<file path="src/rtl/video_timing_pkg.sv">
// video_timing_pkg
//   Shared types and constants for the scan-out path.
//   - pixel_t : 12-bit packed pixel {b[11:8], g[7:4], r[3:0]}
//   - 1280x720 CEA-861 default timing, derived totals, counter widths
//   - scan_state_t : FILL/RUN state of the scan-out sequencer
package video_timing_pkg;

  localparam int COLOUR_W = 4;
  localparam int PIXEL_W  = 3 * COLOUR_W;

  typedef struct packed {
    logic [COLOUR_W-1:0] b;
    logic [COLOUR_W-1:0] g;
    logic [COLOUR_W-1:0] r;
  } pixel_t;

  // 720p default timing (pixels / lines)
  localparam int H_ACTIVE_720P = 1280;
  localparam int H_FP_720P     = 110;
  localparam int H_SYNC_720P   = 40;
  localparam int H_BP_720P     = 220;
  localparam int V_ACTIVE_720P = 720;
  localparam int V_FP_720P     = 5;
  localparam int V_SYNC_720P   = 5;
  localparam int V_BP_720P     = 20;

  localparam int H_TOTAL_720P = H_ACTIVE_720P + H_FP_720P + H_SYNC_720P + H_BP_720P; // 1650
  localparam int V_TOTAL_720P = V_ACTIVE_720P + V_FP_720P + V_SYNC_720P + V_BP_720P; // 750

  // Counter widths are fixed so that any timing up to 2047x1023 fits.
  localparam int H_CNT_W = 11;
  localparam int V_CNT_W = 10;

  typedef enum logic {
    ST_FILL = 1'b0,
    ST_RUN  = 1'b1
  } scan_state_t;

endpackage

</file>
<file path="src/rtl/pixel_fifo.sv">
// pixel_fifo
//   Synchronous single-clock FIFO with registered read data.
//   Ports:
//     clk, reset_n        clock, asynchronous active-low reset (pointers/count only)
//     push, wr_data       write strobe and data
//     pop                 read strobe; rd_data is valid the cycle after a granted pop
//     rd_data             registered read data
//     count, full, empty  occupancy status from registered count
//   A push while full (and not popping) is dropped. A pop while empty is
//   granted only if a push arrives in the same cycle: the incoming word is
//   forwarded straight to rd_data and the count stays unchanged.
module pixel_fifo #(
  parameter int DEPTH = 64,
  parameter int WIDTH = 12
) (
  input  logic                     clk,
  input  logic                     reset_n,
  input  logic                     push,
  input  logic [WIDTH-1:0]         wr_data,
  input  logic                     pop,
  output logic [WIDTH-1:0]         rd_data,
  output logic [$clog2(DEPTH):0]   count,
  output logic                     full,
  output logic                     empty
);

  localparam int PTR_W = $clog2(DEPTH);
  localparam int CNT_W = PTR_W + 1;

  logic [WIDTH-1:0] mem [DEPTH];
  logic [PTR_W-1:0] wr_ptr;
  logic [PTR_W-1:0] rd_ptr;
  logic             push_ok;
  logic             pop_ok;

  assign full    = (count == CNT_W'(DEPTH));
  assign empty   = (count == '0);
  assign pop_ok  = pop && (!empty || push);
  assign push_ok = push && (!full || pop_ok);

  // Storage and read port carry no reset so they map onto block RAM.
  always_ff @(posedge clk) begin
    if (push_ok) begin
      mem[wr_ptr] <= wr_data;
    end
    if (pop_ok) begin
      rd_data <= empty ? wr_data : mem[rd_ptr];
    end
  end

  always_ff @(posedge clk or negedge reset_n) begin
    if (!reset_n) begin
      wr_ptr <= '0;
      rd_ptr <= '0;
      count  <= '0;
    end else begin
      if (push_ok) wr_ptr <= wr_ptr + PTR_W'(1);
      if (pop_ok)  rd_ptr <= rd_ptr + PTR_W'(1);
      case ({push_ok, pop_ok})
        2'b10:   count <= count + CNT_W'(1);
        2'b01:   count <= count - CNT_W'(1);
        default: count <= count;
      endcase
    end
  end

endmodule

</file>
<file path="src/rtl/pixel_scanout.sv">
// pixel_scanout
//   Buffers upstream pixels in a FIFO and drains them in raster order against
//   a CEA-861 style timing generator (default 1280x720).
//   Ports:
//     clk, reset_n            pixel clock, asynchronous active-low reset
//     write_data, write_ready pixel in and its push strobe
//     can_write               upstream may produce a pixel next cycle
//     vid_r/g/b, vid_hsync, vid_vsync, vid_de   registered video out
//     frame_start             pulse with the first active pixel of a frame
//     underflow, overflow     sticky error flags
//     clear_status            synchronous clear of both flags
//   Build option: define SCANOUT_OUTREG_EN to add a second output register on
//   all vid_* outputs and frame_start (latency 2 instead of 1).
module pixel_scanout
  import video_timing_pkg::*;
#(
  parameter int FIFO_DEPTH = 64,
  parameter int PREFILL    = 32,
  parameter int H_ACTIVE   = H_ACTIVE_720P,
  parameter int H_FP       = H_FP_720P,
  parameter int H_SYNC     = H_SYNC_720P,
  parameter int H_BP       = H_BP_720P,
  parameter int V_ACTIVE   = V_ACTIVE_720P,
  parameter int V_FP       = V_FP_720P,
  parameter int V_SYNC     = V_SYNC_720P,
  parameter int V_BP       = V_BP_720P
) (
  input  logic                clk,
  input  logic                reset_n,
  input  logic [PIXEL_W-1:0]  write_data,
  input  logic                write_ready,
  output logic                can_write,
  output logic [COLOUR_W-1:0] vid_r,
  output logic [COLOUR_W-1:0] vid_g,
  output logic [COLOUR_W-1:0] vid_b,
  output logic                vid_hsync,
  output logic                vid_vsync,
  output logic                vid_de,
  output logic                frame_start,
  output logic                underflow,
  output logic                overflow,
  input  logic                clear_status
);

  localparam int CNT_W = $clog2(FIFO_DEPTH) + 1;

  localparam logic [H_CNT_W-1:0] H_ACT      = H_CNT_W'(H_ACTIVE);
  localparam logic [H_CNT_W-1:0] H_SYNC_BEG = H_CNT_W'(H_ACTIVE + H_FP);
  localparam logic [H_CNT_W-1:0] H_SYNC_END = H_CNT_W'(H_ACTIVE + H_FP + H_SYNC);
  localparam logic [H_CNT_W-1:0] H_LAST     = H_CNT_W'(H_ACTIVE + H_FP + H_SYNC + H_BP - 1);
  localparam logic [V_CNT_W-1:0] V_ACT      = V_CNT_W'(V_ACTIVE);
  localparam logic [V_CNT_W-1:0] V_SYNC_BEG = V_CNT_W'(V_ACTIVE + V_FP);
  localparam logic [V_CNT_W-1:0] V_SYNC_END = V_CNT_W'(V_ACTIVE + V_FP + V_SYNC);
  localparam logic [V_CNT_W-1:0] V_LAST     = V_CNT_W'(V_ACTIVE + V_FP + V_SYNC + V_BP - 1);

  scan_state_t        state_reg, state_next;
  logic [H_CNT_W-1:0] h_reg, h_next;
  logic [V_CNT_W-1:0] v_reg, v_next;

  logic [CNT_W-1:0]   fifo_count;
  logic               fifo_full;
  logic               fifo_empty;
  pixel_t             fifo_rd_data;

  logic               running;
  logic               active;
  logic               hsync_now;
  logic               vsync_now;
  logic               first_now;

  // First output stage: control bits registered alongside the FIFO read.
  logic               de_s1, hs_s1, vs_s1, fs_s1, pix_ok_s1;
  pixel_t             pix_s1;

  pixel_fifo #(
    .DEPTH (FIFO_DEPTH),
    .WIDTH (PIXEL_W)
  ) u_fifo (
    .clk     (clk),
    .reset_n (reset_n),
    .push    (write_ready),
    .wr_data (write_data),
    .pop     (active),
    .rd_data (fifo_rd_data),
    .count   (fifo_count),
    .full    (fifo_full),
    .empty   (fifo_empty)
  );

  assign can_write = (fifo_count <= CNT_W'(FIFO_DEPTH - 2));

  always_comb begin
    running   = (state_reg == ST_RUN);
    active    = running && (h_reg < H_ACT) && (v_reg < V_ACT);
    hsync_now = running && (h_reg >= H_SYNC_BEG) && (h_reg < H_SYNC_END);
    vsync_now = running && (v_reg >= V_SYNC_BEG) && (v_reg < V_SYNC_END);
    first_now = active && (h_reg == '0) && (v_reg == '0);
  end

  always_comb begin
    state_next = state_reg;
    h_next     = h_reg;
    v_next     = v_reg;
    if (state_reg == ST_FILL) begin
      h_next = '0;
      v_next = '0;
      if (fifo_count >= CNT_W'(PREFILL)) state_next = ST_RUN;
    end else if (h_reg == H_LAST) begin
      h_next = '0;
      v_next = (v_reg == V_LAST) ? '0 : v_reg + V_CNT_W'(1);
    end else begin
      h_next = h_reg + H_CNT_W'(1);
    end
  end

  always_ff @(posedge clk or negedge reset_n) begin
    if (!reset_n) begin
      state_reg <= ST_FILL;
      h_reg     <= '0;
      v_reg     <= '0;
    end else begin
      state_reg <= state_next;
      h_reg     <= h_next;
      v_reg     <= v_next;
    end
  end

  always_ff @(posedge clk or negedge reset_n) begin
    if (!reset_n) begin
      de_s1     <= 1'b0;
      hs_s1     <= 1'b0;
      vs_s1     <= 1'b0;
      fs_s1     <= 1'b0;
      pix_ok_s1 <= 1'b0;
    end else begin
      de_s1     <= active;
      hs_s1     <= hsync_now;
      vs_s1     <= vsync_now;
      fs_s1     <= first_now;
      // Read data is only meaningful when the pop was granted; an
      // underflowing pop leaves rd_data stale, so it is masked to black.
      pix_ok_s1 <= active && (!fifo_empty || write_ready);
    end
  end

  assign pix_s1 = pix_ok_s1 ? fifo_rd_data : '0;

  // Sticky flags: a new event in the same cycle as a clear keeps the flag set.
  always_ff @(posedge clk or negedge reset_n) begin
    if (!reset_n) begin
      underflow <= 1'b0;
      overflow  <= 1'b0;
    end else begin
      underflow <= (underflow && !clear_status) || (active && fifo_empty && !write_ready);
      overflow  <= (overflow  && !clear_status) || (write_ready && fifo_full && !active);
    end
  end

`ifdef SCANOUT_OUTREG_EN
  logic   de_s2, hs_s2, vs_s2, fs_s2;
  pixel_t pix_s2;

  always_ff @(posedge clk or negedge reset_n) begin
    if (!reset_n) begin
      de_s2  <= 1'b0;
      hs_s2  <= 1'b0;
      vs_s2  <= 1'b0;
      fs_s2  <= 1'b0;
      pix_s2 <= '0;
    end else begin
      de_s2  <= de_s1;
      hs_s2  <= hs_s1;
      vs_s2  <= vs_s1;
      fs_s2  <= fs_s1;
      pix_s2 <= pix_s1;
    end
  end

  assign vid_r       = pix_s2.r;
  assign vid_g       = pix_s2.g;
  assign vid_b       = pix_s2.b;
  assign vid_de      = de_s2;
  assign vid_hsync   = hs_s2;
  assign vid_vsync   = vs_s2;
  assign frame_start = fs_s2;
`else
  assign vid_r       = pix_s1.r;
  assign vid_g       = pix_s1.g;
  assign vid_b       = pix_s1.b;
  assign vid_de      = de_s1;
  assign vid_hsync   = hs_s1;
  assign vid_vsync   = vs_s1;
  assign frame_start = fs_s1;
`endif

endmodule

</file>
<file path="config.mk">
export PLATFORM = sky130hd
export DESIGN_NAME = pixel_scanout
export DESIGN_NICKNAME = d
export VERILOG_FILES = /design/src/rtl/video_timing_pkg.sv /design/src/rtl/pixel_fifo.sv /design/src/rtl/pixel_scanout.sv
export SDC_FILE = /design/constraint.sdc
export NUM_CORES = 1
export LEC_CHECK = 0
export ABC_CLOCK_PERIOD_IN_PS = 3380
export BUFFER_PORTS_ARGS = -buffer_cell sky130_fd_sc_hd__buf_4
export CORE_MARGIN = 3
export CORE_UTILIZATION = 45
export DETAILED_ROUTE_END_ITERATION = 8
export PLACE_DENSITY = 0.6
export SLEW_MARGIN = 30
export SYNTH_ARGS = -nofsm -noshare
export SYNTH_HDL_FRONTEND = slang
export SYNTH_HIERARCHICAL = 1
export SYNTH_SLANG_ARGS = --single-unit
</file>
<file path="constraint.sdc">
create_clock -name clk -period 3.38 [get_ports clk]
set_input_delay 0.169 -clock clk [delete_from_list [all_inputs] [get_ports clk]]
set_output_delay 0.169 -clock clk [all_outputs]
set_load 0.05 [all_outputs]
</file>
==> results_tabular.tex <==
\begin{tabular}{lr}
\hline
Metric & Value \\
\hline
\multicolumn{2}{l}{\textbf{Logic synthesis}} \\
\quad Leading cell types by total area after synthesis & edfxtp\_1 (71\%), mux4\_2 (11\%), dfrtp\_1 (3.7\%) \\
\quad Post-Synthesis Net Count & around 1.7k \\
\quad Synth Register Bits & slightly above 800 \\
\quad Post-Syn Instances & around 1.7k \\
\quad Syn Area/Cell & $\sim$20 µm² \\
\quad Dominant register cell in the synthesized netlist & edfxtp\_1 \\
\quad Count of flip-flops with a built-in enable after synthesis & just under 800 \\
\quad Seq/Total Area, Yosys & between 70\% and 80\% \\
\quad Synth Cell Area & 32900 µm² \\
\quad Count of distinct cell types in the synthesized netlist & 73 \\
\quad Largest area contributor in the synthesized netlist & edfxtp\_1 \\
\quad Fraction of post-synthesis cell area in the top cell type by area & just over 70\% \\
\quad Async S/R FF share, synth & 5.80\% \\
\quad Total of warnings raised by yosys & 6 \\
\multicolumn{2}{l}{\textbf{Detailed routing}} \\
\quad DR WL/cell & roughly 28 µm \\
\quad Via count of the routed design & 16.9k \\
\quad Mean number of vias per cell & around 6.0 \\
\quad Total iterations of the first detailed-routing run & 5 \\
\quad Initial detailed-routing violation count & 1657 \\
\quad Count of unresolved DRC violations after routing & 0 \\
\quad Final wirelength & approximately 80 mm \\
\quad Number of nets with antenna violations after detailed routing & 0 \\
\multicolumn{2}{l}{\textbf{Timing}} \\
\quad Setup repair after global routing missed its margin & false \\
\quad Minimum clock period after layout & between 3000 and 4000 ps \\
\quad Measured slew at the worst slew-check pin & about 970 ps \\
\quad Worst-case clock skew & 23.7 ps \\
\quad Max-Slew Margin vs Limit & $\sim$36\% \\
\quad Final Max Slew Viols & 0 \\
\quad Hold Vio Cnt, Final & 0 \\
\quad Final setup viols & 0 \\
\quad Accumulated negative setup slack & 0 ps \\
\quad Ratio of final minimum period to clock period & 97.5\% \\
\quad Fmax achieved & roughly 300 MHz \\
\quad Final-layout worst hold slack & between 100 and 150 ps \\
\multicolumn{2}{l}{\textbf{CTS}} \\
\quad Clock latency at the later pin of the worst-skew pair & between 600 and 700 ps \\
\quad CTS Sinks & 828 \\
\quad Clock Tree Root & clkbuf\_16 \\
\quad Clock Tree Buf Depth & 3 \\
\quad H-tree levels & 3 \\
\quad Number of buffers added by the clock tree synthesis step & 85 \\
\quad CTS clk-pin slew, worst paths & 60 ps \\
\quad TritonCTS clock tree & built \\
\multicolumn{2}{l}{\textbf{Global route}} \\
\quad Initial antenna violation count & 2 \\
\quad Maximum number of pins on one net before global-route repair & 66 \\
\quad First-pass GRT wire length & roughly 120 mm \\
\quad Vias in the first global route & approximately 17k \\
\quad Aggregate global-route resource usage & 20.7\% \\
\quad Total congestion overflow after global routing & 0 \\
\multicolumn{2}{l}{\textbf{Final layout}} \\
\quad Max reg flops & about 770 \\
\quad Share of layout cells above drive strength 1 & 25.7\% \\
\quad Number of diodes & 0 \\
\quad Synthesis-to-finish area growth & 14.6\% \\
\quad Layout Nets & around 1.9k \\
\multicolumn{2}{l}{\textbf{Setup path}} \\
\quad Crit. End Element & register \\
\quad Data arrival time of the critical path & between 3000 and 4000 ps \\
\quad Largest fanout of any net on the critical path & 25 \\
\quad Setup crit start kind & register \\
\quad Setup CP Type & reg -> reg \\
\quad Reg2reg path depth & 6 \\
\quad Worst Path Required & $\sim$3800 ps \\
\multicolumn{2}{l}{\textbf{Placed design}} \\
\quad Hpwl dp & just under 50 mm \\
\quad Placer Congestion & 0.875 \\
\quad Total of buffers placed on input and output ports & 34 \\
\multicolumn{2}{l}{\textbf{Floorplan}} \\
\quad Die outline height & around 280 µm \\
\quad Starting Density & a little under half \\
\quad Core Region & 71900 µm² \\
\quad Die width & approximately 280 µm \\
\quad Die area & between 70000 and 80000 µm² \\
\quad Row Count & approximately 100 \\
\quad Number of top-level pins & 35 \\
\multicolumn{2}{l}{\textbf{Power and ir drop}} \\
\quad Peak supply drop & roughly 0.62 mV \\
\quad Power Dens Cells & 810 nW/µm² \\
\quad Leakage & between 10 and 15 nW \\
\multicolumn{2}{l}{\textbf{Run status}} \\
\quad Run status & complete, no violations \\
\multicolumn{2}{l}{\textbf{Worst hold path}} \\
\quad Worst hold path type & in -> async \\
\multicolumn{2}{l}{\textbf{Run}} \\
\quad Max\_cap viols & 0 \\
\hline
\end{tabular}
[placed cells by master, fill, tap and decap left out, drive strengths merged, types with 30 or more instances in the layout]
master  synthesis  routed
a22oi          30      30
mux2i          96      96
nor2           93      93
dfrtp          48      48
clkinv          0      36
clkbuf         35     109
buf            55     141
nand2          45      45
edfxtp        780     780
mux4          156     156
[final cells by class]
class                           instances  area (µm²)
Multi-Input combinational cell        746        7790
Clock buffer                          109        2310
Tap cell                              950        1190
Fill cell                            5684       34200
Sequential cell                       828       24600
Clock inverter                         49         447
Inverter                               20        75.1
Timing Repair Buffer                  144        1200
[Yosys cell counts, types with 8 or more instances]
master    count
a21oi_1      19
a22o_1       10
a22oi_1      29
a32o_1       10
and2_1       16
buf_2        29
buf_4        14
clkbuf_1     35
dfrtp_1      48
edfxtp_1    780
ha_1         14
inv_1        20
mux2_2        8
mux2i_1      96
mux4_2      156
nand2_1      45
nand3_1      25
nand4_1      18
nor2_1       93
nor2b_1      12
nor3_1        8
o21ai_0      21
o21ai_1       8
o22a_1       11
o22ai_1      17
xnor2_1      12
xor2_1       10
[critical path, cell delays in order (launching register included)]
cell	delay, ps
dfrtp_4	720
buf_12	290
mux4_2	530
a22oi_1	580
nand4_1	290
a32o_1	360
a31o_2	220
[power by group]
| group | switching (mW) | internal [mW] |
|---|---|---|
| Clock | 3.80 | 5.38 |
| Sequential | 0.576 | 11.8 |
| Combinational | 5.14 | 3.79 |
[cell families (layout without fill, tap and decap cells)]
kind of cell,Yosys count,in the layout,synth area share (%)
flops,828,828,74.9
mux,260,260,13.9
simple gates,252,252,3.80
compound gates,197,197,4.55
buf+inv,110,322,1.64
xor+xnor,22,22,0.586
fa+ha+maj,15,15,0.594
[through the flow]
step           power, mW  std cells  util (%)  cell area, µm²  setup slack [ps]
2_1_floorplan       18.1       1684         -           32900               275
6_report            30.5       2846      52.4           37600              83.2
4_1_cts             30.7       2846      52.4           37600               143
3_5_place_dp        21.5       2685      48.5           34800               172
3_3_place_gp        21.4       2685      48.4           34800               129
5_1_grt             31.7       2846      52.4           37600              14.5
[repair_timing]
action,in CTS,in global routing
hold buffers,3,0
endpoints found under the hold margin,53,0
setup buffers,0,0
resized for setup,0,0
[final timing paths]
check | start | endpoint | slack, ps
worst min-delay path | reset_n | u_fifo/rd_ptr[3]$_DFFE_PN0N_ | 110
worst max-delay path | u_fifo/rd_ptr[1]$_DFFE_PN0N_ | u_fifo/rd_data[11]$_DFFE_PN_ | 80
max in group asynchronous | reset_n | u_fifo/rd_ptr[0]$_DFFE_PN0N_ | 2780
min in group clk | write_data[8] | u_fifo/mem[50][8]$_DFFE_PP_ | 150
worst min register to register | overflow$_DFF_PN0_ | overflow$_DFF_PN0_ | 490
worst max register to register | u_fifo/rd_ptr[1]$_DFFE_PN0N_ | u_fifo/rd_data[11]$_DFFE_PN_ | 80
[per-layer routing]
layer / global-route usage, % / vias to the layer above / share of wire, %
li1: - / 7199 / -
met1: 30.2 / 9060 / 44
met2: 32.8 / 571 / 48
met3: 3.33 / 118 / 6.3
met4: 5.90 / 0 / 2.2
met5: 0 / - / 0
(Power assumes the default switching activity.)
